===== src/rtl/stage_if_fetch_pkg.sv =====
// Shared definitions for the instruction-fetch stage.
// Holds the bus/instruction widths, the NOP encoding substituted for faulted
// fetches, the fetch-buffer depth, the fetch-buffer entry layout and the
// fetch-control state encoding.
package stage_if_fetch_pkg;

    localparam int unsigned BUS_W    = 32;
    localparam int unsigned RVINST_W = 32;
    localparam int unsigned IF_BUF_D = 2;
    localparam int unsigned CNT_W    = $clog2(IF_BUF_D + 1);

    localparam logic [RVINST_W-1:0] INST_NOP = 32'h0000_0013;

    typedef struct packed {
        logic [RVINST_W-1:0] inst;
        logic [BUS_W-1:0]    pc;
        logic                fault;
    } fetch_entry_t;

    // FS_FAULT: misaligned redirect seen, fault entry not yet queued.
    // FS_HALT : fault entry queued, no fetching until the next redirect.
    typedef enum logic [1:0] {
        FS_RUN,
        FS_FAULT,
        FS_HALT
    } fetch_state_t;

    function automatic logic is_misaligned(input logic [BUS_W-1:0] addr);
        return addr[1:0] != 2'b00;
    endfunction

endpackage


===== src/rtl/stage_if_fetch_fifo.sv =====
// Fetch_Fifo: small synchronous FIFO used for both the in-flight address queue
// and the fetch buffer of the fetch stage.
// Ports:
//   clk, rst        clock, synchronous active-high reset (empties the FIFO)
//   flush           empties the FIFO (takes priority over push/pop)
//   push, push_data write an entry; accepted when not full or when popping
//   pop, pop_data   remove the head entry; pop_data is the head (first-word
//                   fall-through)
//   count           current occupancy
module Fetch_Fifo #(
    parameter int unsigned W = 32,
    parameter int unsigned D = 2
) (
    input  logic                     clk,
    input  logic                     rst,
    input  logic                     flush,
    input  logic                     push,
    input  logic [W-1:0]             push_data,
    input  logic                     pop,
    output logic [W-1:0]             pop_data,
    output logic [$clog2(D+1)-1:0]   count
);

    localparam int unsigned PW = (D > 1) ? $clog2(D) : 1;
    localparam int unsigned CW = $clog2(D + 1);
    localparam logic [CW-1:0] FULL_CNT = CW'(D);
    localparam logic [PW-1:0] LAST_PTR = PW'(D - 1);

    logic [W-1:0]  mem [D];
    logic [PW-1:0] wr_ptr;
    logic [PW-1:0] rd_ptr;
    logic [CW-1:0] cnt;
    logic          do_push;
    logic          do_pop;

    function automatic logic [PW-1:0] next_ptr(input logic [PW-1:0] p);
        return (p == LAST_PTR) ? '0 : p + PW'(1);
    endfunction

    // Push into a full FIFO is allowed when the head leaves in the same cycle.
    assign do_pop  = pop && (cnt != '0);
    assign do_push = push && ((cnt != FULL_CNT) || do_pop);

    always_ff @(posedge clk) begin
        if (rst || flush) begin
            wr_ptr <= '0;
            rd_ptr <= '0;
            cnt    <= '0;
        end else begin
            if (do_push) wr_ptr <= next_ptr(wr_ptr);
            if (do_pop)  rd_ptr <= next_ptr(rd_ptr);
            case ({do_push, do_pop})
                2'b10:   cnt <= cnt + CW'(1);
                2'b01:   cnt <= cnt - CW'(1);
                default: cnt <= cnt;
            endcase
        end
    end

    always_ff @(posedge clk) begin
        if (do_push && !(rst || flush)) mem[wr_ptr] <= push_data;
    end

    assign pop_data = mem[rd_ptr];
    assign count    = cnt;

endmodule


===== src/rtl/stage_if_fetch.sv =====
// stage_if_fetch: instruction-fetch stage.
// Issues sequential word fetches to instruction memory, keeps at most two
// requests in flight, buffers responses for ID and handles redirects
// (flush + discard of stale responses) and misaligned redirect targets.
// Ports:
//   clk, rst                    clock, synchronous active-high reset
//   imem_req_valid/ready        fetch request handshake
//   imem_addr                   fetch address (stable while valid, until accepted)
//   imem_rsp_valid/data/err     in-order responses, one per accepted request
//   redirect_valid/pc           single-cycle redirect from EX
//   id_valid/ready              instruction handshake towards ID
//   id_inst/id_pc/id_fault      head entry of the fetch buffer
module stage_if_fetch
    import stage_if_fetch_pkg::*;
#(
    parameter logic [BUS_W-1:0] RESET_PC = 32'h0000_0000
) (
    input  logic                clk,
    input  logic                rst,
    output logic                imem_req_valid,
    input  logic                imem_req_ready,
    output logic [BUS_W-1:0]    imem_addr,
    input  logic                imem_rsp_valid,
    input  logic [RVINST_W-1:0] imem_rsp_data,
    input  logic                imem_rsp_err,
    input  logic                redirect_valid,
    input  logic [BUS_W-1:0]    redirect_pc,
    output logic                id_valid,
    input  logic                id_ready,
    output logic [RVINST_W-1:0] id_inst,
    output logic [BUS_W-1:0]    id_pc,
    output logic                id_fault
);

    fetch_state_t     state;
    fetch_state_t     state_nxt;
    logic [BUS_W-1:0] pc;
    logic [1:0]       disc_cnt;

    logic [CNT_W-1:0] a_cnt;
    logic [CNT_W-1:0] b_cnt;
    logic [BUS_W-1:0] a_head;
    fetch_entry_t     b_head;
    fetch_entry_t     b_push_data;

    logic             req_hs;
    logic             rsp_any;
    logic             rsp_drop;
    logic             a_pop;
    logic             b_push;
    logic             id_pop;
    logic [2:0]       buf_load;
    logic [2:0]       out_after;

    // Outputs toward ID come straight from the buffer head.
    assign id_valid = !rst && (b_cnt != '0);
    assign id_inst  = b_head.inst;
    assign id_pc    = b_head.pc;
    assign id_fault = b_head.fault;
    assign imem_addr = pc;

    // ID pops are ignored in a redirect cycle: the buffer is being flushed.
    assign id_pop = id_valid && id_ready && !redirect_valid;

    // A response with nothing outstanding is ignored so the counters cannot wrap.
    assign rsp_any = imem_rsp_valid && ((a_cnt != '0) || (disc_cnt != 2'd0));

    // Buffer slots claimed = in-flight live requests + buffered entries, less
    // the entry ID takes this cycle; keeping this below the depth guarantees
    // every response has a slot without stalling zero-wait streaming.
    assign buf_load  = {1'b0, a_cnt} + {1'b0, b_cnt} - {2'b0, id_pop};
    // Requests still owned by memory (live + discarding) after this cycle's
    // response; also the new discard count when a redirect arrives.
    assign out_after = {1'b0, a_cnt} + {1'b0, disc_cnt} - {2'b0, rsp_any};

    assign req_hs   = imem_req_valid && imem_req_ready;
    assign rsp_drop = rsp_any && ((disc_cnt != 2'd0) || redirect_valid);
    assign a_pop    = rsp_any && !rsp_drop;
    assign b_push   = a_pop || ((state == FS_FAULT) && !redirect_valid);

    always_comb begin
        state_nxt      = state;
        imem_req_valid = 1'b0;
        if (redirect_valid) begin
            state_nxt = is_misaligned(redirect_pc) ? FS_FAULT : FS_RUN;
        end else begin
            case (state)
                FS_RUN: begin
                    imem_req_valid = !rst && (buf_load < 3'd2) && (out_after < 3'd2);
                end
                FS_FAULT: state_nxt = FS_HALT;
                FS_HALT:  state_nxt = FS_HALT;
                default:  state_nxt = FS_RUN;
            endcase
        end
    end

    always_comb begin
        b_push_data = '0;
        if (state == FS_FAULT) begin
            // pc still holds the misaligned redirect target.
            b_push_data.inst  = INST_NOP;
            b_push_data.pc    = pc;
            b_push_data.fault = 1'b1;
        end else begin
            b_push_data.inst  = imem_rsp_err ? INST_NOP : imem_rsp_data;
            b_push_data.pc    = a_head;
            b_push_data.fault = imem_rsp_err;
        end
    end

    always_ff @(posedge clk) begin
        if (rst) begin
            state    <= FS_RUN;
            pc       <= RESET_PC;
            disc_cnt <= 2'd0;
        end else begin
            state <= state_nxt;
            if (redirect_valid) begin
                pc       <= redirect_pc;
                disc_cnt <= out_after[1:0];
            end else begin
                if (req_hs)   pc       <= pc + 32'd4;
                if (rsp_drop) disc_cnt <= disc_cnt - 2'd1;
            end
        end
    end

    Fetch_Fifo #(
        .W (BUS_W),
        .D (IF_BUF_D)
    ) u_addr_fifo (
        .clk       (clk),
        .rst       (rst),
        .flush     (redirect_valid),
        .push      (req_hs),
        .push_data (pc),
        .pop       (a_pop),
        .pop_data  (a_head),
        .count     (a_cnt)
    );

    Fetch_Fifo #(
        .W ($bits(fetch_entry_t)),
        .D (IF_BUF_D)
    ) u_fetch_buf (
        .clk       (clk),
        .rst       (rst),
        .flush     (redirect_valid),
        .push      (b_push),
        .push_data (b_push_data),
        .pop       (id_pop),
        .pop_data  (b_head),
        .count     (b_cnt)
    );

endmodule

===== config.mk =====
export PLATFORM = sky130hd
export DESIGN_NAME = stage_if_fetch
export DESIGN_NICKNAME = d
export VERILOG_FILES = /design/src/rtl/stage_if_fetch_pkg.sv /design/src/rtl/stage_if_fetch_fifo.sv /design/src/rtl/stage_if_fetch.sv
export SDC_FILE = /design/constraint.sdc
export NUM_CORES = 1
export LEC_CHECK = 0
export ABC_AREA = 1
export CORE_MARGIN = 8
export CORE_UTILIZATION = 54
export DETAILED_ROUTE_END_ITERATION = 8
export PLACE_DENSITY = 0.89
export SKIP_LAST_GASP = 1
export SLEW_MARGIN = 20
export SYNTH_ARGS = -nofsm -noshare
export SYNTH_HDL_FRONTEND = slang
export SYNTH_SLANG_ARGS = --single-unit

===== constraint.sdc =====
create_clock -name clk -period 7.4 [get_ports clk]
set_input_delay 1.11 -clock clk [delete_from_list [all_inputs] [get_ports clk]]
set_output_delay 1.11 -clock clk [all_outputs]
set_load 0.02 [all_outputs]

**After elaboration in Yosys (flattened, before gate mapping)**

Memory sizes are Yosys's and may differ from the RTL's. A register that Yosys moved wholly into a read port is not among the register bits.
Cells that the tools add are included.

- Flip-flop bits (word level): 44
- Bits in latches: 0
- Bits in writable memories: 194
- Bits in read-only memories: 0
- Output and inout port bits: 99
- Memories kept: 2

- Add/subtract/negate cells: 14
- $mul: 0
- Div/mod/pow operators: 0
- Magnitude comparators: 2
- Equal/unequal tests: 9
- Shifts and indexed selects: 0
- Multiplexer cells: 25
- Bitwise logic cells: 0
- Reductions and logical operators: 36

Memory list:

| memory | words | width | read ports | clocked after memory_dff | wr ports | line | text |
|---|---|---|---|---|---|---|---|
| u_fetch_buf.mem | 2 | 65 | 1 | 1 | 1 | stage_if_fetch_fifo.sv:29 | `logic [W-1:0] mem [D];` |
| u_addr_fifo.mem | 2 | 32 | 1 | 1 | 1 | stage_if_fetch_fifo.sv:29 |  |

Operators by type and width:

| operator | count |
|---|---|
| $mux 32 | 3 |
| $mux 65 | 1 |
| $add 32x3->32 const B | 1 |
| $logic_and 1x1->1 | 16 |
| $reduce_bool 2->1 | 8 |
| $mux 1 | 15 |
| $pmux 2 s2 | 3 |
| $add 2x2->3 | 2 |
| $eq 2x1->1 const B | 3 |
| $eq 2x2->1 const B | 3 |
| $logic_or 1x1->1 | 6 |
| $lt 3x2->1 const B | 2 |
| $mux 2 | 3 |
| $ne 2x2->1 const B | 3 |
| $sub 2x1->2 const B | 3 |
| $sub 3x1->3 | 2 |
| $add 1x1->1 const B | 4 |
| $add 2x1->2 const B | 2 |
| $logic_not 1->1 | 4 |
| $logic_not 2->1 | 1 |
| $reduce_or 2->1 | 1 |

**Logic depth before layout (Yosys ltp)**

- Depth after elaboration: 15
- Mapped depth: 22
- Gate-level depth less buffers: 22

**Cells and area by module**

Synthesis repeated with hierarchy kept, for this count alone.

- Cell total of the unflattened synthesis: 974
- Area total of the unflattened synthesis: 10874.2 um^2

By module, submodules not included:

| module | instances | cells an instance | area an instance (um^2) | seq. area each (um^2) |
|---|---|---|---|---|
| Fetch_Fifo at u_fetch_buf | 1 | 241 | 4963.5 | 4003.8 |
| stage_if_fetch | 1 | 594 | 3343.2 | 720.7 |
| Fetch_Fifo at u_addr_fifo | 1 | 139 | 2567.5 | 2021.9 |

**Worst setup path before layout**

No wires, ideal clock.

- Path type: input to register
- Start: in redirect_valid
- End: mem u_fetch_buf.mem[1][0] (netlist bit), enable pin
- Setup time: 0.568 ns
- Arrival time: 6.082 ns
- Path slack: 0.750 ns
- Stages: 5
- Path buffers: 0
- Cells stage by stage: nor2_4 -> nand2_2 -> a21oi_4 -> o21ai_1 -> nor3_1

- Cells in the longest elaborated chain, start to end: 9
- Elaborated cells on any way between the ends: 16
- Classes of those cells: 2 x mux; 14 x reduce/logical

Ends and longest elaborated chain:

| element | line | text |
|---|---|---|
| start: declaration | stage_if_fetch.sv:26 | `input logic redirect_valid,` |
| $logic_or 1x1->1 | stage_if_fetch.sv:77 | `assign rsp_drop = rsp_any && ((disc_cnt != 2'd0) \|\| redirect_valid);` |
| $logic_and 1x1->1 | stage_if_fetch.sv:77 |  |
| $logic_not 1->1 | stage_if_fetch.sv:78 | `assign a_pop = rsp_any && !rsp_drop;` |
| $logic_and 1x1->1 | stage_if_fetch.sv:78 |  |
| $logic_or 1x1->1 | stage_if_fetch.sv:79 | `assign b_push = a_pop \|\| ((state == FS_FAULT) && !redirect_valid);` |
| $logic_and 1x1->1 | stage_if_fetch_fifo.sv:42 | `assign do_push = push && ((cnt != FULL_CNT) \|\| do_pop);` |
| $logic_and 1x1->1 (*) | stage_if_fetch_fifo.sv:61 | `if (do_push && !(rst \|\| flush)) mem[wr_ptr] <= push_data;` |
| $mux 1 (*) | stage_if_fetch_fifo.sv:61 |  |
| $mux 1 (implied by the code) (*) | stage_if_fetch_fifo.sv:61 |  |
| end: declaration | stage_if_fetch_fifo.sv:29 |  |

Every way passes the cells marked *; elsewhere a longest branch is shown, timed or not.

**Final worst setup path**

- Start: in redirect_valid
- End: out imem_req_valid

- Cells in the longest elaborated chain, start to end: 8

Ends and longest elaborated chain:

| element | line | text |
|---|---|---|
| $logic_not 1->1 | stage_if_fetch.sv:63 | `assign id_pop = id_valid && id_ready && !redirect_valid;` |
| $logic_and 1x1->1 | stage_if_fetch.sv:63 |  |
| $sub 3x1->3 | stage_if_fetch.sv:71 | `assign buf_load = {1'b0, a_cnt} + {1'b0, b_cnt} - {2'b0, id_pop};` |
| $lt 3x2->1 | stage_if_fetch.sv:89 | `imem_req_valid = !rst && (buf_load < 3'd2) && (out_after < 3'd2);` |
| $logic_and 1x1->1 (2 in a row) | stage_if_fetch.sv:89 |  |
| $mux 1 | stage_if_fetch.sv:87 | `case (state)` |
| $mux 1 (*) | stage_if_fetch.sv:84 | `if (redirect_valid) begin` |
| end: declaration | stage_if_fetch.sv:20 | `output logic imem_req_valid,` |

Marks and branches as above.

==> reports/results.md <==
| Result | Reported | Unit |
|:---|:---|:---|
| Unrepaired setup endpoints after global routing | false | - |
| Maximum root-to-sink buffer count | 3 | - |
| Final Instance Area | 13500 | um^2 |
| Final instance count without filler cells | 1440 | - |
| Net count reported at finish | 1239 | - |
| Number of global-route vias before repair | 7948 | - |
| Effective utilization at floorplan | 0.551 | - |
| Initial DRT Pass Iterations | 6 | - |
| Biggest fanout along the worst timing path | 41 | - |
| Mux contribution to synthesized area | 0.0683 | - |
| Leading area contributor after synthesis | edfxtp_1 | - |
| Clock tree root buffer cell | clkbuf_16 | - |
| Met3 capacity usage during global routing | 0.0450 | - |
| Total nets after synthesis | 1073 | - |
| Aggregate global routing overflow | 0 | - |
| Synthesized-area fraction occupied by and/or/nand/nor cells | 0.158 | - |
| Clock buffers created by TritonCTS | 24 | - |
| Complex-gate fraction of the synthesized area | 0.0711 | - |
| Total number of placement rows | 51 | - |
| Area contributors post-synth | edfxtp_1, dfxtp_1, nand2_1 | - |
| Worst hold path class | flip-flop to flip-flop | - |
| Setup Total Neg Slack | 0 | ps |
| Commonest non-fill, non-tap cell in the layout | nand2_1 | - |
| Number of slew-limit violations in the final report | 0 | - |
| Slowest Stage Delay on Critical Path | 620 | ps |
| Warnings, synthesis | 0 | - |
| Die Span Y | 157 | um |
| CTS clock-pin slew for the worst setup and hold paths | 60 | ps |
| Clock tree sinks | 240 | - |
| Post-Synthesis Cells | 991 | - |
| Flops & latches, synth | 240 | - |
| Combined area of all synthesized cells | 10700 | um^2 |
| First-pass GRT wire length | 40600 | um |
| Share of cells above drive strength 1 | 0.129 | - |
| Critical Path Sink Type | output port | - |
| Tmin final | 5520 | ps |
| Routed WL per cell | 17.8 | um |
| Combinational family with the most area after synthesis | simple AND/OR/NAND/NOR gates | - |
| Vias per std cell | 5.45 | - |
| Worst Path Required | 6290 | ps |
| Period utilization | 0.747 | - |
| Maximum capacitance violations | 0 | - |
| Per-instance average area after synthesis | 10.8 | um^2 |
| Worst VDD drop | 0.149 | mV |
| Count of antenna-violating nets left after detailed routing | 0 | - |
| Fraction of the yosys area taken by sequential cells | 0.630 | - |
| I/O pin count | 170 | - |
| Pin slew with the least headroom to its limit | 1040 | ps |
| Count of cells resized by post-cts repair | 0 | - |
| Most frequent cells in the layout | nand2_1, edfxtp_1, clkdlybuf4s50_1 | - |
| Slowest-stage cell, CP | clkdlybuf4s50_1 | - |
| Number of buffers added on ports | 169 | - |
| Syn-to-layout area delta | 25.9 | % |
| Number of unique standard cell types used by synthesis | 40 | - |
| Pwr Total | 3.07 | mW |
| Post-CTS Setup Inserts | 0 | - |
| Maximum number of pins on one net before global-route repair | 66 | - |
| Total half-perimeter wirelength after legalization and detailed placement | 17100 | um |
| Maximum frequency from static timing analysis | 0.181 | GHz |
| Drt first-iter violations | 757 | - |
| Family of cells with the greatest summed delay on the critical path | buffers and inverters | - |
| Die Outline Area | 24600 | um^2 |
| GR Layer Usage met2 | 0.350 | - |
| Number of diodes added for antenna fixing | 0 | - |
| Hold WS | 465 | ps |
| Routed via count | 7842 | - |
| Share of the synthesized netlist area taken by xor and xnor gates | 0.00736 | - |
| Initial antenna violation count | 0 | - |
| Latest clock arrival within the worst-skew pair | 510 | ps |
| Startpoint class of the critical path | input port | - |
| Worst Path Class, Setup | input port to output port | - |
| Most Crowded Layer GR | met2 | - |
| Clock tree from TritonCTS | yes | - |
| DR DRC count | 0 | - |
| Worst clock skew on the final layout | 10.8 | ps |
| Worst EP arrival | 4410 | ps |
| PD cells | 228 | nW/um^2 |
| Count of final setup violators | 0 | - |
| Weighted congestion reported at the end of routability-driven placement | 0.935 | - |
| Total track usage | 0.207 | - |
| Share of the synthesized area in the top cell type | 0.544 | - |
| Overall die width | 157 | um |
| CTS H-tree lvls | 1 | - |
| Lkg Pwr | 4.94 | nW |
| Adder and majority cell fraction of the synthesized area | 0.0142 | - |
| CP cell instances | clkdlybuf4s50_1 > buf_4 > nor2_4 > nand2_2 > a21oi_4 > ha_1 > or2_2 > fa_1 > nand2_1 > nor2_1 > nand2_1 > nor2_4 > clkdlybuf4s50_1 | - |
| Number of hold buffers added after CTS | 0 | - |
| Result of the run | completed | - |
| CP Buf/Inv Count | 3 | - |
| Count of placed standard cells including taps | 1396 | - |
| Total count of hold-check failures in the final report | 0 | - |
| Met1 global-route usage | 0.263 | - |
| Post-Place Cell Area | 12600 | um^2 |
| Core area | 19500 | um^2 |
| Relative slew margins | 0.304 | - |
| Drt total wl | 25600 | um |
==> where the power goes <==
| part | internal, mW | switching, mW | total [mW] | leakage (nW) |
|---|---|---|---|---|
| combinational | 0.118 | 0.159 | 0.278 | 2.38 |
| sequential | 1.49 | 0.0317 | 1.52 | 2.15 |
| clock | 0.772 | 0.502 | 1.27 | 0.410 |
| total | 2.38 | 0.693 | 3.07 | 4.94 |
==> cell usage after synthesis <==
| library cell | count |
|---|---|
| nand4_2 | 1 |
| o211ai_1 | 1 |
| a21boi_1 | 1 |
| o31ai_2 | 1 |
| nand3_2 | 2 |
| buf_6 | 4 |
| mux2_2 | 65 |
| a31oi_1 | 3 |
| nor2_4 | 4 |
| inv_2 | 5 |
| o21ai_1 | 3 |
| xor2_1 | 5 |
| nor3_1 | 4 |
| buf_2 | 10 |
| o21bai_2 | 1 |
| a21oi_4 | 1 |
| nand2_4 | 2 |
| buf_1 | 4 |
| nand2_1 | 201 |
| xnor2_1 | 4 |
| nor3b_1 | 1 |
| nor2_8 | 1 |
| edfxtp_1 | 194 |
| nor2_1 | 114 |
| fa_1 | 2 |
| nand3_1 | 56 |
| or2_1 | 1 |
| or2_2 | 4 |
| o21ai_0 | 18 |
| o21a_1 | 1 |
| a21oi_1 | 72 |
| a221oi_1 | 1 |
| o22ai_1 | 3 |
| a22oi_1 | 25 |
| nand2_2 | 3 |
| nor2_2 | 5 |
| ha_1 | 9 |
| dfxtp_1 | 46 |
| inv_1 | 93 |
| clkbuf_1 | 20 |
==> through the flow <==
stage | utilization | worst slack (ps)
floorplan | - | 750
global placement | 0.650 | 1940
detailed placement | 0.650 | 1880
CTS | 0.693 | 1860
global route | 0.693 | 1680
finish | 0.693 | 1880
==> metal layers <==
layer  vias to the layer above  part of all wire
met3                        41             0.092
met5                         -                 0
li1                       3721                 -
met4                         0             0.017
met2                       372              0.48
met1                      3708              0.41
==> flip-flops by register name, indices dropped and copies added (netlist names), 2 cells and up, named ones only <==
register,cells
u_fetch_buf.count,2
state,2
imem_addr,32
u_addr_fifo.count,2
u_fetch_buf.mem,130
u_addr_fifo.mem,64
disc_cnt,2
==> area by class of cell <==
cell class                 instances  area [um^2]
timing repair buffer             178         1760
tap                              265          332
multi-input combinational        615         3440
sequential                       240         6750
inverter                          98          368
clock buffer                      33          706
fill                            1351         5970
clock inverter                    11          138
==> worst register-to-register path: cells and delay by family, from the launching register on <==
family,cells,cell delay [ps]
AO/OA/AOI/OAI,1,190
buffers and inverters,5,670
adder cells (fa/ha/maj),4,1110
flip-flops,1,360
AND/OR/NAND/NOR,7,990
==> path summary, 6_finish.rpt <==
kind / startpoint / to / slack [ps] / depth (start not counted)
max: redirect_valid / imem_req_valid / 1880 / 13
min: state[1] / state[1] / 470 / 2
max reg2reg: disc_cnt[0] / u_addr_fifo.mem[0][28] / 3710 / 17
min reg2reg: state[1] / state[1] / 470 / 2
==> cell families (layout without fill, tap and decap cells) <==
family                     count (synthesis)  in the layout
and+or+nand+nor                          399            399
DFF                                      240            240
adders and majority gates                 11             11
xor gates and xnor gates                   9              9
buffers and inverters                    136            320
AOI/OAI and AO/OA                        131            131
muxes                                     65             65
Note: power is estimated with default switching activity, not from simulation.
